===== src/rtl/mcp_rx_settle_fifo.sv =====
// Settle filter and small FIFO on a clk2-registered multi-bit bus.
// A value is queued once it has been stable and differs from the last one queued.
module mcp_rx_settle_fifo #(
  parameter int WIDTH      = 8,
  parameter int STABLE_CNT = 2,
  parameter int DEPTH      = 4
) (
  input  logic                     clk2,
  input  logic                     reset,
  input  logic [WIDTH-1:0]         data_in,
  output logic                     out_valid,
  output logic [WIDTH-1:0]         out_data,
  input  logic                     out_ready,
  output logic [$clog2(DEPTH):0]   level,
  output logic                     overflow
);

  localparam int AW = $clog2(DEPTH);
  localparam int CW = (STABLE_CNT > 1) ? $clog2(STABLE_CNT) : 1;
  localparam logic [CW-1:0] CNT_MAX = CW'(STABLE_CNT - 1);

  typedef enum logic {
    HOLD,
    SETTLE
  } state_t;

  state_t           state_q;
  state_t           state_d;
  logic [CW-1:0]    cnt_q;
  logic [CW-1:0]    cnt_d;
  logic [WIDTH-1:0] prev_q;
  logic [WIDTH-1:0] last_acc;
  logic             eq;
  logic             qualify;
  logic             push;
  logic             pop;
  logic             wr_en;
  logic             full;
  logic             empty;
  logic [AW:0]      wr_ptr;
  logic [AW:0]      rd_ptr;
  logic [WIDTH-1:0] mem [DEPTH];

  assign eq = (data_in == prev_q);

  always_comb begin
    state_d = state_q;
    cnt_d   = cnt_q;
    qualify = 1'b0;
    unique case (state_q)
      HOLD: begin
        if (!eq) begin
          state_d = SETTLE;
          cnt_d   = '0;
        end
      end
      SETTLE: begin
        if (!eq) begin
          cnt_d = '0;
        end else if (cnt_q == CNT_MAX) begin
          qualify = 1'b1;
          state_d = HOLD;
        end else begin
          cnt_d = cnt_q + 1'b1;
        end
      end
    endcase
  end

  assign empty = (wr_ptr == rd_ptr);
  assign full  = (wr_ptr[AW] != rd_ptr[AW]) &&
                 (wr_ptr[AW-1:0] == rd_ptr[AW-1:0]);

  assign push  = qualify && (prev_q != last_acc);
  assign pop   = out_valid && out_ready;
  // When full, a same-edge pop frees the slot being written.
  assign wr_en = push && (!full || pop);

  always_ff @(posedge clk2 or posedge reset) begin
    if (reset) begin
      prev_q   <= '0;
      last_acc <= '0;
      state_q  <= HOLD;
      cnt_q    <= '0;
      wr_ptr   <= '0;
      rd_ptr   <= '0;
      overflow <= 1'b0;
    end else begin
      prev_q  <= data_in;
      state_q <= state_d;
      cnt_q   <= cnt_d;
      if (push)
        last_acc <= prev_q;
      if (wr_en)
        wr_ptr <= wr_ptr + 1'b1;
      if (pop)
        rd_ptr <= rd_ptr + 1'b1;
      if (push && full && !pop)
        overflow <= 1'b1;
    end
  end

  always_ff @(posedge clk2) begin
    if (wr_en)
      mem[wr_ptr[AW-1:0]] <= prev_q;
  end

  assign out_valid = !empty;
  assign out_data  = out_valid ? mem[rd_ptr[AW-1:0]] : '0;
  assign level     = wr_ptr - rd_ptr;

endmodule


===== config.mk =====
export PLATFORM = sky130hd
export DESIGN_NAME = mcp_rx_settle_fifo
export DESIGN_NICKNAME = d
export VERILOG_FILES = /design/src/rtl/mcp_rx_settle_fifo.sv
export SDC_FILE = /design/constraint.sdc
export NUM_CORES = 1
export LEC_CHECK = 0
export ABC_AREA = 1
export ABC_CLOCK_PERIOD_IN_PS = 2660
export BUFFER_PORTS_ARGS = -buffer_cell sky130_fd_sc_hd__buf_2
export CAP_MARGIN = 20
export CORE_MARGIN = 5
export CORE_UTILIZATION = 58
export DETAILED_ROUTE_END_ITERATION = 12
export PLACE_DENSITY = 0.78
export SLEW_MARGIN = 20
export SYNTH_ARGS = -nofsm -noshare
export SYNTH_HDL_FRONTEND = slang
export SYNTH_SLANG_ARGS = --single-unit
export TNS_END_PERCENT = 20

===== constraint.sdc =====
create_clock -name clk2 -period 2.66 [get_ports clk2]
set_input_delay 0.399 -clock clk2 [delete_from_list [all_inputs] [get_ports clk2]]
set_output_delay 0.399 -clock clk2 [all_outputs]
set_load 0.05 [all_outputs]

==> impl_metrics.json, run 1 <==
{
  "cp-startpoint": "wr_ptr[0]$_DFFE_PP0P_",
  "ys_top_cells_by_area": "edfxtp_1 (37%), dfrtp_1 (24%), nor2_1 (5.9%)",
  "viasPerCell": 5.16,
  "setup-tns-final_ns": 0,
  "pin_count": 24,
  "rrSetupSlack_ns": 0.55,
  "cp-start-kind": "register",
  "crit_path_end": "out_data[5]",
  "synth_cells": 243,
  "max_freq_mhz": 417,
  "drtAntennaViolNets": 0,
  "placedCellCount": 320,
  "layout-drive-gt1-share": 0.230,
  "core_um2": 4350,
  "syn2layout_area_growth_pct": 13.5,
  "path_clk_slew_ns": 0.06,
  "yosys.area.top_type_share": 0.367,
  "required_ns": 2.26,
  "rsz0062_at_grt": "no",
  "gp_congestion": 0.898,
  "wl_per_cell_um": 14.0,
  "antenna_found_initial": 0,
  "cts_sinks": 57,
  "p_leak_nw": 1.32,
  "cts_resized": 0,
  "totalWireLength_um": 4680,
  "io_buffers": 23,
  "synth.most_common_cell": "nor2_1",
  "clock_skew_ns": 0.00728,
  "rows": 24,
  "drv_slew": 0,
  "rr_endpoint": "mem[0][4]$_DFFE_PP_",
  "ys_seq_area_frac": 0.606,
  "ys_types": 28,
  "avgSynthCellArea_um2": 10.8,
  "asyncSetResetFlopFracSynth": 0.439,
  "slew-limit-headroom": 0.712,
  "hold_class": "in2async",
  "nets": 298,
  "crit_arrival_ns": 2.00,
  "worstMarginPinSlew_ns": 0.432,
  "drtPass1Iterations": 4,
  "cts_buffers": 9,
  "ff2ff_path_depth": 10,
  "layout.cells.non_filler": 335,
  "status": "complete, no violations",
  "path_max_fanout": 8,
  "ys_ff_latch": 57,
  "cts-root-buf": "clkbuf_8",
  "hold-worst-slack_ns": 0.101,
  "maxCapViolCount": 0,
  "ys.flop_type": "edfxtp_1",
  "synth_commonest_cells": "nor2_1 (41), nand2_1 (37), edfxtp_1 (32)",
  "cts_setup_buffers": 0,
  "vdd_ir_drop_max_mv": 0.473,
  "drt_iter0_markers": 111,
  "dieArea_um2": 5960,
  "p_total_mw": 2.83,
  "overflow": 0,
  "cts-htree-levels": 3,
  "num_vias": 1727,
  "min_period_ns": 2.40,
  "setup_violations": 0,
  "cts_hold_buf": 0,
  "cts_tree": "done",
  "power_density_nw_per_um2": 951,
  "antenna_cells": 0,
  "crit_path_end_kind": "output pin",
  "dp.final_hpwl_um": 3350,
  "yosys_warnings": 0,
  "drc": 0,
  "start_util": 0.602,
  "grt_max_degree": 26,
  "track_usage": 0.174,
  "hold_viol_final": 0,
  "grt_first_pass_wirelength_um": 8000,
  "yosys.area.top_type": "edfxtp_1",
  "netlist_area_um2": 2620,
  "grt_pass1_vias": 1742,
  "synth-edff-count": 32,
  "period_share": 0.902,
  "clock_latency_ns": 0.33,
  "clockBufferDepth": 2,
  "syn_nets": 262,
  "path_class": "reg2out",
  "die_w_um": 77.2,
  "fp.dieH_um": 77.2,
  "worstReg2RegStart": "wr_ptr[0]$_DFFE_PP0P_"
}
[stage by stage]
stage               cell area (µm²)  setup slack [ns]  utilization
CTS                            2970             0.236        0.683
finish                         2970             0.260        0.683
floorplan                      2620           -0.0456            -
global route                   2970            0.0936        0.683
global placement               2820             0.630        0.648
detailed placement             2820             0.541        0.648
[worst max-delay path: stages, from the launching register on]
cell and delay (ns):
dfrtp_1 0.39, inv_1 0.12, ha_1 0.33, nand2_1 0.06, inv_1 0.08, nand3_4 0.12, inv_1 0.14, a21oi_1 0.15
buf_2 0.28
[cells by family after synthesis]
kind of cell,Yosys count,synth area share
adder cells (fa/ha/maj),8,0.0411
flip-flops,57,0.606
XOR/XNOR,17,0.0568
AND/OR/NAND/NOR,102,0.186
buffers and inverters,28,0.0449
AO/OA/AOI/OAI,31,0.0659
[placed cells by master, fill, tap and decap left out]
| cell type | synthesis | final |
|---|---|---|
| a21oi_1 | 9 | 9 |
| buf_2 | 3 | 23 |
| buf_4 | 0 | 7 |
| clkbuf_1 | 1 | 1 |
| clkbuf_8 | 0 | 9 |
| clkinv_1 | 0 | 3 |
| clkinv_2 | 1 | 2 |
| clkinvlp_4 | 0 | 1 |
| dfrtp_1 | 25 | 25 |
| edfxtp_1 | 32 | 32 |
| fa_1 | 1 | 1 |
| ha_1 | 7 | 7 |
| inv_1 | 20 | 20 |
| inv_2 | 2 | 2 |
| nand2_1 | 37 | 37 |
| nand2_2 | 7 | 7 |
| nand2_4 | 1 | 1 |
| nand3_1 | 6 | 6 |
| nand3_2 | 2 | 2 |
| nand3_4 | 2 | 2 |
| nand4_1 | 1 | 1 |
| nand4_2 | 1 | 1 |
| nor2_1 | 41 | 41 |
| nor2_2 | 2 | 2 |
| nor2b_4 | 1 | 1 |
| o21ai_0 | 18 | 18 |
| o21ai_2 | 3 | 3 |
| o21bai_2 | 1 | 1 |
| or2_4 | 1 | 1 |
| xnor2_1 | 9 | 9 |
| xor2_1 | 8 | 8 |
[layer usage]
layer,wire [µm],part of all wire,track usage
met5,0,0,0
met4,114,0.024,0.0893
met3,231,0.049,0.0504
met2,2260,0.48,0.279
met1,2070,0.44,0.212
[registers in the layout (all words and copies together) (netlist names)]
register  flops
state_q       1
cnt_q         1
wr_ptr        3
mem          32
overflow      1
rd_ptr        3
prev_q        8
last_acc      8
[how the worst min path moves through the flow]
| stage | from | endpoint | slack [ns] | depth (start not counted) |
|---|---|---|---|---|
| global route | reset | prev_q[7]$_DFF_PP0_ | 0.14 | 3 |
| CTS | reset | cnt_q$_DFFE_PP0P_ | 0.10 | 3 |
| floorplan | reset | cnt_q$_DFFE_PP0P_ | 0.43 | 1 |
| global placement | reset | cnt_q$_DFFE_PP0P_ | 0.46 | 3 |
| finish | reset | prev_q[7]$_DFF_PP0_ | 0.10 | 3 |
| detailed placement | overflow$_DFFE_PP0P_ | overflow$_DFFE_PP0P_ | 0.46 | 1 |
[final cells by class]
type	count	area [µm²]
sequential	57	1590
fill	331	1380
clock buffer	10	128
clock inverter	5	23.8
multi-input combinational	158	916
tap	52	65.1
inverter	23	87.6
timing repair buffer	30	168
[power by group]
| part | total, mW | switching, mW | internal (mW) |
|---|---|---|---|
| clock | 0.645 | 0.324 | 0.321 |
| sequential | 1.01 | 0.0406 | 0.965 |
| combinational | 1.18 | 0.878 | 0.298 |
| total | 2.83 | 1.24 | 1.58 |
Power figures use the tool's default switching activity.
==> inputs of run 2 (changes only) <==
--- a/config.mk
+++ b/config.mk
@@ -13,6 +13,7 @@
 export CORE_UTILIZATION = 58
 export DETAILED_ROUTE_END_ITERATION = 12
 export PLACE_DENSITY = 0.78
+export RECOVER_POWER = 25
 export SLEW_MARGIN = 20
 export SYNTH_ARGS = -nofsm -noshare
 export SYNTH_HDL_FRONTEND = slang
==> run 2 against run 1 <==
Compared with the run above:
- sequential power about the same
- worst setup slack about the same
- sequential share of layout area increased by 0.25 points
- first-iteration DRC count unchanged
- critical endpoint unchanged
- largest cell class unchanged
==> impl_metrics.json, run 2 (synthesis results as in run 1) <==
{
  "status": "complete, no violations",
  "cp-start-kind": "register",
  "path_clk_slew_ns": 0.06,
  "largest_register_ffs": 32,
  "crit_arrival_ns": 2.00,
  "layout_common_cells": "nor2_1 (41), nand2_1 (37), edfxtp_1 (32)",
  "p_leak_nw": 1.30,
  "viasPerCell": 5.16,
  "cts_sinks": 57,
  "p_total_mw": 2.83,
  "multi_input_area_um2": 916,
  "power_density_nw_per_um2": 954,
  "nets": 298,
  "num_vias": 1727,
  "cp_cell_sequence": "inv_1 -> ha_1 -> nand2_1 -> inv_1 -> nand3_4 -> inv_1 -> a21oi_1 -> buf_2",
  "track_usage": 0.174,
  "switching_power_mw": 1.24,
  "period_share": 0.902,
  "p_clk_frac": 0.228,
  "dieArea_um2": 5960,
  "p_int_mw": 1.58,
  "io_buffers": 23,
  "pin_count": 24,
  "rows": 24,
  "slew-limit-headroom": 0.117,
  "path_common_cell": "inv_1",
  "totalWireLength_um": 4690,
  "drv_slew": 0,
  "grt_max_degree": 26,
  "path_max_fanout": 8,
  "maxCapViolCount": 0,
  "start_util": 0.602,
  "cts_resized": 0,
  "layout-drive-gt1-share": 0.198,
  "max_stage_delay_ns": 0.39,
  "gp_congestion": 0.898,
  "hold_class": "in2reg",
  "antenna_found_initial": 0,
  "grt_pass1_vias": 1742,
  "vdd_ir_drop_max_mv": 0.472,
  "min_from": "data_in[7]",
  "dp.final_hpwl_um": 3350,
  "path_class": "reg2out",
  "cts_buffers": 9,
  "hold-worst-slack_ns": 0.199,
  "drc": 0,
  "cts_setup_buffers": 0,
  "fp.dieH_um": 77.2,
  "ff_latch_area_um2": 1590,
  "core_um2": 4350,
  "cts_tree": "done",
  "cp-startpoint": "wr_ptr[0]$_DFFE_PP0P_",
  "utilization": 0.680,
  "rsz0062_at_grt": "no",
  "final_common_cell": "nor2_1",
  "cpLargestDelayFamily": "buffers and inverters",
  "swShare": 0.440,
  "wl_per_cell_um": 14.0,
  "crit_path_end_kind": "output pin",
  "pwr-share-seq": 0.356,
  "clock_skew_ns": 0.00711,
  "setup_violations": 0,
  "min_period_ns": 2.40,
  "clock_latency_ns": 0.33,
  "drtAntennaViolNets": 0,
  "cts-htree-levels": 3,
  "drtPass1Iterations": 4,
  "drt_iter0_markers": 111,
  "cts_hold_buf": 0,
  "syn2layout_area_growth_pct": 13.0,
  "overflow": 0,
  "critPathBufInv": 4,
  "p_comb_frac": 0.416,
  "cts-root-buf": "clkbuf_8",
  "hold_viol_final": 0,
  "critPathSlowestCell": "dfrtp_1",
  "grt_first_pass_wirelength_um": 8000,
  "fillers": 335,
  "clockBufferDepth": 2,
  "antenna_cells": 0,
  "required_ns": 2.26,
  "max_freq_mhz": 417,
  "worstMarginPinSlew_ns": 1.33,
  "worstReg2RegStart": "wr_ptr[0]$_DFFE_PP0P_",
  "die_w_um": 77.2
}
-- run 2: changes by cell type in the layout (fill, tap and decap cells not counted) --
cell / before / now
clkbuf_1: 1 / 10
buf_4: 7 / 6
buf_2: 23 / 15
-- run 2: power by group through the flow --
| stage | Sequential (mW) | Clock [mW] | Combinational [mW] |
|---|---|---|---|
| floorplan | 1.00 | 0 | 0.944 |
| global placement | 1.02 | 0 | 1.17 |
| detailed placement | 1.02 | 0 | 1.19 |
| CTS | 1.01 | 0.657 | 1.19 |
| global route | 1.01 | 0.696 | 1.27 |
| finish | 1.01 | 0.645 | 1.17 |
-- run 2: layer usage --
layer	track usage	routed length [µm]	up-vias
met5	0	0	-
met4	0.0893	114	0
met3	0.0504	235	11
met2	0.279	2260	39
met1	0.212	2080	811
li1	-	-	866
-- run 2: final cells by class --
| type | count | share of cell area |
|---|---|---|
| Sequential cell | 57 | 0.536 |
| Multi-Input combinational cell | 158 | 0.309 |
| Timing Repair Buffer | 30 | 0.0520 |
| Clock buffer | 10 | 0.0431 |
| Inverter | 23 | 0.0296 |
| Clock inverter | 5 | 0.00803 |
| Tap cell | 52 | 0.0220 |
-- run 2: final timing paths --
kind                                             end  slack (ns)  cells past startpoint
worst max-delay path                     out_data[5]        0.26                      8
worst min-delay path             prev_q[7]$_DFF_PP0_        0.20                      1
worst max register to register   mem[0][4]$_DFFE_PP_        0.55                     10
worst min register to register  overflow$_DFFE_PP0P_        0.48                      1
max in group asynchronous        prev_q[3]$_DFF_PP0_        1.38                      3
min in group asynchronous          cnt_q$_DFFE_PP0P_        0.49                      3
-- run 2: stage by stage --
step                setup slack (ns)  std cells  setup TNS, ns  cell area (µm²)
CTS                            0.236        335              0             2970
floorplan                    -0.0456        243         -0.365             2620
finish                         0.260        335              0             2960
global placement               0.630        320              0             2820
detailed placement             0.541        320              0             2820
global route                  0.0936        335              0             2960
==> inputs of run 3 (changes only) <==
--- a/config.mk
+++ b/config.mk
@@ -13,7 +13,7 @@
 export CORE_UTILIZATION = 58
 export DETAILED_ROUTE_END_ITERATION = 12
 export PLACE_DENSITY = 0.78
-export RECOVER_POWER = 25
+export RECOVER_POWER = 100
 export SLEW_MARGIN = 20
 export SYNTH_ARGS = -nofsm -noshare
 export SYNTH_HDL_FRONTEND = slang
==> run 3 against run 2 <==
Compared with the run above:
- global-route usage unchanged
- combinational power hardly changed
- final cell count unchanged
- cell area shrank 1.8%
- worst setup slack worse by 0.028 ns
- register-to-register slack lost 0.26 ns
- wire length up 0.26%
- non-clock buffer count unchanged
- critical path depth decreased by 3
- fmax decreased by 1.1%
==> impl_metrics.json, run 3 (synthesis results as in run 1) <==
{
  "antenna_cells": 0,
  "status": "complete, no violations",
  "cp-start-kind": "register",
  "post-place-ws_ns": 0.541,
  "min_path_cells": 1,
  "cp_num_cells": 5,
  "grt_first_pass_wirelength_um": 8000,
  "cpLargestDelayFamily": "buffers and inverters",
  "hold_class": "in2reg",
  "p_comb_frac": 0.412,
  "placed_area_um2": 2820,
  "dp.final_hpwl_um": 3350,
  "antenna_found_initial": 0,
  "pwr-share-seq": 0.359,
  "io_buffers": 23,
  "cts-htree-levels": 3,
  "clock_latency_ns": 0.33,
  "critPathBufInv": 3,
  "hold_viol_final": 0,
  "cts_sinks": 57,
  "path_max_fanout": 4,
  "path_class": "reg2out",
  "die_w_um": 77.2,
  "final_common_cell": "nor2_1",
  "max_stage_delay_ns": 0.46,
  "syn2layout_area_growth_pct": 11.0,
  "power_density_nw_per_um2": 964,
  "fin_area_um2": 2910,
  "rsz0062_at_grt": "no",
  "period_share": 0.913,
  "rows": 24,
  "setup_violations": 0,
  "cts_buffers": 9,
  "gp_congestion": 0.898,
  "layout-drive-gt1-share": 0.155,
  "vdd_ir_drop_max_mv": 0.469,
  "path_common_cell": "inv_1",
  "crit_path_end_kind": "output pin",
  "overflow": 0,
  "worstMarginPinSlew_ns": 1.32,
  "max_freq_mhz": 412,
  "drtAntennaViolNets": 0,
  "ff2ff_path_depth": 10,
  "drc": 0,
  "hold-worst-slack_ns": 0.202,
  "slew-limit-headroom": 0.123,
  "maxCapViolCount": 0,
  "wl_per_cell_um": 14.0,
  "clock_skew_ns": 0.00601,
  "cts_tree": "done",
  "cts_resized": 0,
  "core_um2": 4350,
  "dieArea_um2": 5960,
  "pin_count": 24,
  "fin_ws_ns": 0.232,
  "start_util": 0.602,
  "cts-root-buf": "clkbuf_8",
  "critPathSlowestCell": "clkbuf_1",
  "cts_hold_buf": 0,
  "switching_power_mw": 1.24,
  "min_period_ns": 2.43,
  "track_usage": 0.174,
  "totalWireLength_um": 4710,
  "largest_register_ffs": 32,
  "swShare": 0.441,
  "nets": 298,
  "fillers": 349,
  "drv_slew": 0,
  "drtPass1Iterations": 5,
  "layout_common_cells": "nor2_1 (42), nand2_1 (38), edfxtp_1 (32)",
  "cts_setup_buffers": 0,
  "required_ns": 2.26,
  "grt_pass1_vias": 1742,
  "viasPerCell": 5.13,
  "p_leak_nw": 1.27,
  "grt_max_degree": 26,
  "path_clk_slew_ns": 0.06,
  "clockBufferDepth": 2,
  "num_vias": 1718,
  "drt_iter0_markers": 90,
  "cp_cell_sequence": "inv_1 -> ha_1 -> fa_1 -> inv_1 -> clkbuf_1",
  "p_clk_frac": 0.229,
  "crit_arrival_ns": 2.03,
  "utilization": 0.668,
  "p_int_mw": 1.57,
  "fp.dieH_um": 77.2
}
run 3: cell types whose count changed in the layout (fill, tap and decap cells not counted), sizes merged:
cell	previous run	this run
clkinv	5	4
buf	21	7
clkbuf	19	33
clkinvlp	1	2
run 3: area by class of cell:
type / count / area, µm² / share of cell area
clock inverters: 5 / 23.8 / 0.00818
repair buffers: 30 / 146 / 0.0503
clock buffers: 10 / 128 / 0.0439
inverters: 23 / 87.6 / 0.0301
flip-flops and latches: 57 / 1590 / 0.546
multi-input cells: 158 / 871 / 0.299
well taps: 52 / 65.1 / 0.0224
run 3: power groups by stage:
stage | logic [mW] | clock network (mW) | registers (mW)
5_1_grt | 1.25 | 0.696 | 1.01
6_report | 1.16 | 0.642 | 1.01
4_1_cts | 1.19 | 0.657 | 1.01
3_3_place_gp | 1.17 | 0 | 1.02
2_1_floorplan | 0.944 | 0 | 1.00
3_5_place_dp | 1.19 | 0 | 1.02
run 3: worst paths after layout:
check	from	end	slack [ns]
worst max-delay path	wr_ptr[0]$_DFFE_PP0P_	level[1]	0.23
worst min-delay path	data_in[7]	prev_q[7]$_DFF_PP0_	0.20
worst max register to register	wr_ptr[0]$_DFFE_PP0P_	mem[2][0]$_DFFE_PP_	0.29
worst min register to register	overflow$_DFFE_PP0P_	overflow$_DFFE_PP0P_	0.49
max in group asynchronous	reset	prev_q[3]$_DFF_PP0_	1.39
min in group asynchronous	reset	cnt_q$_DFFE_PP0P_	0.49
run 3: routing by layer:
metal  up-vias  track usage  share of wire
met5         -            0              0
met4         0       0.0893          0.025
met1       803        0.212           0.44
met2        40        0.279           0.48
li1        863            -              -
met3        12       0.0504          0.056
run 3: per-stage QoR:
step / TNS, ns / std cells / power [mW]
5_1_grt: 0 / 335 / 2.96
3_5_place_dp: 0 / 320 / 2.21
4_1_cts: 0 / 335 / 2.85
2_1_floorplan: -0.365 / 243 / 1.95
3_3_place_gp: 0 / 320 / 2.19
6_report: 0 / 335 / 2.80
